<file path="config.mk">
export PLATFORM = sky130hd
export DESIGN_NAME = sprite_ram_arbiter
export DESIGN_NICKNAME = d
export VERILOG_FILES = /design/src/rtl/sprite_ram_arbiter.sv
export SDC_FILE = /design/constraint.sdc
export NUM_CORES = 1
export LEC_CHECK = 0
export BUFFER_PORTS_ARGS = -buffer_cell sky130_fd_sc_hd__buf_2
export CAP_MARGIN = 0
export CORE_ASPECT_RATIO = 1.5
export CORE_MARGIN = 1.5
export CORE_UTILIZATION = 45
export DETAILED_ROUTE_END_ITERATION = 16
export PLACE_DENSITY = 0.95
export SYNTH_ARGS = -nofsm -noshare
export SYNTH_HDL_FRONTEND = slang
export SYNTH_SLANG_ARGS = --single-unit
</file>
<file path="constraint.sdc">
create_clock -name Clk -period 6.3 [get_ports Clk]
set_clock_uncertainty 0.15 [all_clocks]
set_input_delay 1.26 -clock Clk [delete_from_list [all_inputs] [get_ports Clk]]
set_output_delay 1.26 -clock Clk [all_outputs]
set_load 0.1 [all_outputs]
</file>
<file path="src/rtl/sprite_ram_arbiter.sv">
// Purpose : shares one synchronous-read sprite RAM between two pixel-fetch readers
//           (round-robin) and one sprite-loader writer.
// Latency : read grant is combinational, and the tagged read data returns exactly one cycle later.
// Backpressure: a write is held off (wr_gnt=0) while it hits the read address issued
//           that cycle. After 15 held cycles, the next cycle masks both reads and
//           forces the write through.
// Ports   : Clk/Reset_n (async, active-low); rd0_*/rd1_* reader req/addr/gnt/valid/data;
//           wr_* loader req/addr/data/gnt; blank; ram_* connect to the RAM macro.
// Option  : define SPRITE_ARB_BLANK_WRITE_EN to restrict writes (and the forced-write
//           override) to blanking. When it is undefined, blank is ignored.
`timescale 1ns/1ps
module sprite_ram_arbiter #(
  parameter int ADDR_W  = 19,
  parameter int WDATA_W = 24,
  parameter int RDATA_W = 5
) (
  input  logic               Clk,
  input  logic               Reset_n,
  input  logic               rd0_req,
  input  logic [ADDR_W-1:0]  rd0_addr,
  output logic               rd0_gnt,
  output logic               rd0_valid,
  output logic [RDATA_W-1:0] rd0_data,
  input  logic               rd1_req,
  input  logic [ADDR_W-1:0]  rd1_addr,
  output logic               rd1_gnt,
  output logic               rd1_valid,
  output logic [RDATA_W-1:0] rd1_data,
  input  logic               wr_req,
  input  logic [ADDR_W-1:0]  wr_addr,
  input  logic [WDATA_W-1:0] wr_data,
  output logic               wr_gnt,
  input  logic               blank,
  output logic               ram_we,
  output logic [ADDR_W-1:0]  ram_write_address,
  output logic [ADDR_W-1:0]  ram_read_address,
  output logic [WDATA_W-1:0] ram_data_In,
  input  logic [RDATA_W-1:0] ram_data_Out
);

  logic              r_rr;        // favoured reader when both request
  logic              r_tag_v;     // a read was issued last cycle
  logic              r_tag_id;    // which reader issued it
  logic [3:0]        r_coll_cnt;  // consecutive held-off write cycles
  logic [ADDR_W-1:0] r_rd_addr;   // last driven read address

  logic              w_wr_window;
  logic              w_force;
  logic              w_gnt0;
  logic              w_gnt1;
  logic              w_any_gnt;
  logic [ADDR_W-1:0] w_rd_addr;
  logic              w_collide;
  logic              w_wr_gnt;
  logic              w_held;

`ifdef SPRITE_ARB_BLANK_WRITE_EN
  assign w_wr_window = blank;
`else
  // Writes are allowed during active video. blank is read here only so the port is not left dangling.
  assign w_wr_window = blank | 1'b1;
`endif

  // The loader has been starved long enough: give the RAM cycle to the write.
  assign w_force = Reset_n && wr_req && w_wr_window && (r_coll_cnt == 4'd15);

  always_comb begin
    w_gnt0 = 1'b0;
    w_gnt1 = 1'b0;
    if (Reset_n && !w_force) begin
      if (rd0_req && (!rd1_req || !r_rr)) begin
        w_gnt0 = 1'b1;
      end else if (rd1_req) begin
        w_gnt1 = 1'b1;
      end
    end
  end

  assign w_any_gnt = w_gnt0 | w_gnt1;

  // Hold the last issued address when idle so the RAM read port does not toggle.
  assign w_rd_addr = w_gnt0 ? rd0_addr :
                     w_gnt1 ? rd1_addr : r_rd_addr;

  assign w_collide = w_any_gnt && (wr_addr == w_rd_addr);
  assign w_wr_gnt  = Reset_n && wr_req && w_wr_window && !w_collide;
  assign w_held    = wr_req && w_wr_window && w_collide;

  always_ff @(posedge Clk or negedge Reset_n) begin
    if (!Reset_n) begin
      r_rr       <= 1'b0;
      r_tag_v    <= 1'b0;
      r_tag_id   <= 1'b0;
      r_coll_cnt <= 4'd0;
      r_rd_addr  <= '0;
    end else begin
      r_tag_v  <= w_any_gnt;
      r_tag_id <= w_gnt1;
      if (w_any_gnt) begin
        r_rd_addr <= w_rd_addr;
      end
      // Only a contested grant moves the round-robin pointer.
      if (rd0_req && rd1_req && w_any_gnt) begin
        r_rr <= ~r_rr;
      end
      if (w_wr_gnt) begin
        r_coll_cnt <= 4'd0;
      end else if (w_held && (r_coll_cnt != 4'd15)) begin
        r_coll_cnt <= r_coll_cnt + 4'd1;
      end
    end
  end

  assign rd0_gnt           = w_gnt0;
  assign rd1_gnt           = w_gnt1;
  assign ram_read_address  = w_rd_addr;
  assign rd0_valid         = r_tag_v && !r_tag_id;
  assign rd1_valid         = r_tag_v &&  r_tag_id;
  assign rd0_data          = ram_data_Out;
  assign rd1_data          = ram_data_Out;
  assign wr_gnt            = w_wr_gnt;
  assign ram_we            = w_wr_gnt;
  assign ram_write_address = wr_addr;
  assign ram_data_In       = wr_data;

endmodule

</file>
==> results_dict.tcl <==
set metrics [dict create \
    status "completed" \
    rsz0062_at_grt "no" \
    crit_chain "buf_2, a21boi_2, buf_4, a32oi_2, o2bb2ai_2, xor2_1, nor4_1, nand3_1, nor4b_2, nor2_1, buf_2" \
    seqPwrFrac_pct 26.4 \
    grt.overflow.total 0 \
    cts_resized 0 \
    root_buffer "clkbuf_8" \
    syn_nets 315 \
    grt_antenna_before_repair 0 \
    num_vias 1918 \
    tightest_slew_ns 0.5862 \
    vias_per_cell 5.760 \
    slew_violations 0 \
    worst_path_most_repeated_cell "buf_2" \
    firstDrtPassIters 4 \
    worstPathArrival_ns 4.06 \
    cpMaxStageDelayCell "a21boi_2" \
    crit_fanout 23 \
    syn_inst 222 \
    finalSetupTns_ns 0 \
    final_area_mm2 0.002512 \
    cp-start-kind "input pin" \
    ioPinCount 170 \
    drt_iter0_drc 69 \
    netSwitchingFraction_pct 56.85 \
    fin_nets 360 \
    switching_power_mw 0.4722 \
    place_area_mm2 0.002471 \
    start_util_pct 46.01 \
    die_area_mm2 0.005650 \
    hold_violations 0 \
    std_cell_rows 32 \
    min_path_type "reg2reg" \
    die_h_um 91.32 \
    numClockSinks 26 \
    cap_violations 0 \
    p_comb_share_pct 62.5 \
    fin_crit_sh_pct 86.82 \
    timing.rr.start "r_rr" \
    fmax_mhz 182.8 \
    hold_buffers 0 \
    p_clk_share_pct 11.1 \
    yosys-top-cells-area "dfrtp_1 (28%), buf_4 (18%), o2bb2ai_2 (10%)" \
    peakVddDrop_mv 0.1458 \
    synth-seq-cells 26 \
    avgSynthCellArea_um2 10.54 \
    numCtsBuffers 3 \
    routed_wl_um 6061 \
    grt_pass1_wl_um 9294 \
    cts.htree.levels 1 \
    clock_path_buffers 2 \
    p_leak_nw 1.155 \
    min_from "r_rd_addr[17]" \
    max_slew_margin_pct 60.92 \
    grt_pass1_vias 1828 \
    synth.distinct_cells 35 \
    p_int_mw 0.3584 \
    yosys.area.top_type "dfrtp_1" \
    seq_area_frac_synth_pct 27.81 \
    grt_use_total_pct 21.60 \
    yosys_warnings 0 \
    cp-end-kind "output port" \
    antenna_left 0 \
    syn_to_final_growth_pct 7.380 \
    cts_tree "done" \
    required_ns 4.89 \
    worst-setup-path-type "in2out" \
    crit_start "rd1_req" \
    drc 0 \
    postCtsSetupBuffers 0 \
    die_w_um 61.88 \
    core_mm2 0.005085 \
    clk_pin_slew_ns 0.09 \
    post_drt_wl_per_cell_um 18.20 \
    layout-drive-gt1-share_pct 55.85 \
    syn_area_mm2 0.002340 \
    max_stage_delay_ns 0.55 \
    setup_violations 0 \
    gp_congestion 0.8208 \
    grt_max_degree 32 \
    diodes 0 \
    dp_hpwl_um 4865 \
    synth_top_area_share_pct 27.81 \
    power.density_mw_per_mm2 330.6 \
    fin_crit_ns 5.470 \
    port_buffers 105 \
    clk_latency_ns 0.26 \
]
==> path summary, 6_finish.rpt <==
kind                            endpoint  slack (ns)  cells after the start
max                               ram_we        0.83                     11
min                        r_rd_addr[17]        0.33                      2
max reg2reg                r_coll_cnt[3]        3.23                      9
min reg2reg                r_rd_addr[17]        0.33                      2
max in group asynchronous  r_rd_addr[12]        4.80                      2
min in group asynchronous  r_rd_addr[17]        0.66                      1
==> synth_stat cells <==
cell and count:
dfrtp_1 26, a41o_1 1, and2_1 1, nor2b_1 1, ha_1 1, nand2_1 8
nand4_1 3, o2bb2ai_1 18, inv_1 4, and4b_1 1, nor2_1 4, o21ai_1 1
o221a_1 1, buf_4 57, clkbuf_1 4, buf_2 4, a32oi_2 13, o2bb2ai_2 16
nor3_1 1, a21oi_1 1, nand3_1 2, a31oi_1 3, nor4_1 6, xnor2_1 3
o211ai_1 1, and3_1 3, nand4_2 1, nor4b_2 1, a32oi_1 6, a21boi_2 1
buf_6 6, xor2_1 17, nand2b_4 1, o21ai_0 4, or3_1 1
==> layer usage <==
layer	wire length (um)	GRT usage [%]	vias up
met1	2364	28.56	936
met4	230	9.752	0
met5	0	0	-
li1	-	-	868
met3	299	1.852	28
met2	3166	34.56	86
==> power by group through the flow <==
stage | Combinational [mW] | Clock (mW) | Sequential, mW
2_1_floorplan | 0.546 | 0 | 0.217
3_3_place_gp | 0.509 | 0 | 0.219
3_5_place_dp | 0.517 | 0 | 0.222
4_1_cts | 0.518 | 0.0945 | 0.219
5_1_grt | 0.541 | 0.103 | 0.222
6_report | 0.519 | 0.0922 | 0.219
==> metrics by stage <==
stage	hold WS, ns	setup WS [ns]	utilization, %	cells	total power, mW
floorplan	0.2887	0.05775	-	222	0.7630
global placement	0.3029	0.9553	48.60	330	0.7285
detailed placement	0.3137	0.8714	48.60	330	0.7387
CTS	0.3352	0.8678	49.41	333	0.8313
global route	0.3867	0.6341	49.41	333	0.8655
finish	0.3349	0.8301	49.41	333	0.8305
==> registers in the layout, indices dropped and copies added, names as in the netlist <==
signal      count
r_tag_v         1
r_tag_id        1
r_coll_cnt      4
r_rr            1
r_rd_addr      19
==> worst max-delay path, delay by kind of cell <==
kind	cells	cell delay (ns)
compound gates	3	0.91
buf+inv	3	0.91
xor+xnor	1	0.13
simple gates	4	0.82
==> cell usage in the layout (no fill, tap or decap) <==
cell,instances
buf_2,105
dfrtp_1,26
o2bb2ai_2,17
xor2_1,17
o2bb2ai_1,17
a32oi_2,13
nand2_1,8
a32oi_1,6
nor4_1,6
buf_4,6
o21ai_0,4
nor2_1,4
inv_1,4
and3_1,3
xnor2_1,3
nand4_1,3
a31oi_1,3
clkbuf_8,3
nand3_1,2
nand4_2,1
a21boi_2,1
nand2b_4,1
o211ai_1,1
nor3_1,1
nor4b_2,1
nor2b_1,1
and2_1,1
and4b_1,1
or3_1,1
a21oi_1,1
o21ai_1,1
a41o_1,1
o221a_1,1
ha_1,1
==> layout make-up <==
class / count / area (um^2)
Sequential cell: 26 / 650.6
Inverter: 4 / 15.01
Multi-Input combinational cell: 121 / 1150
Timing Repair Buffer: 111 / 570.5
Tap cell: 68 / 85.08
Fill cell: 467 / 2572
Clock buffer: 3 / 41.29
==> logic make-up after synthesis <==
group | share of synthesized area (%)
flops | 27.81
simple gates | 8.770
fa+ha+maj | 0.5347
xor+xnor | 7.487
compound gates | 32.09
buf+inv | 23.31
Note: power is estimated with default switching activity, not from simulation.
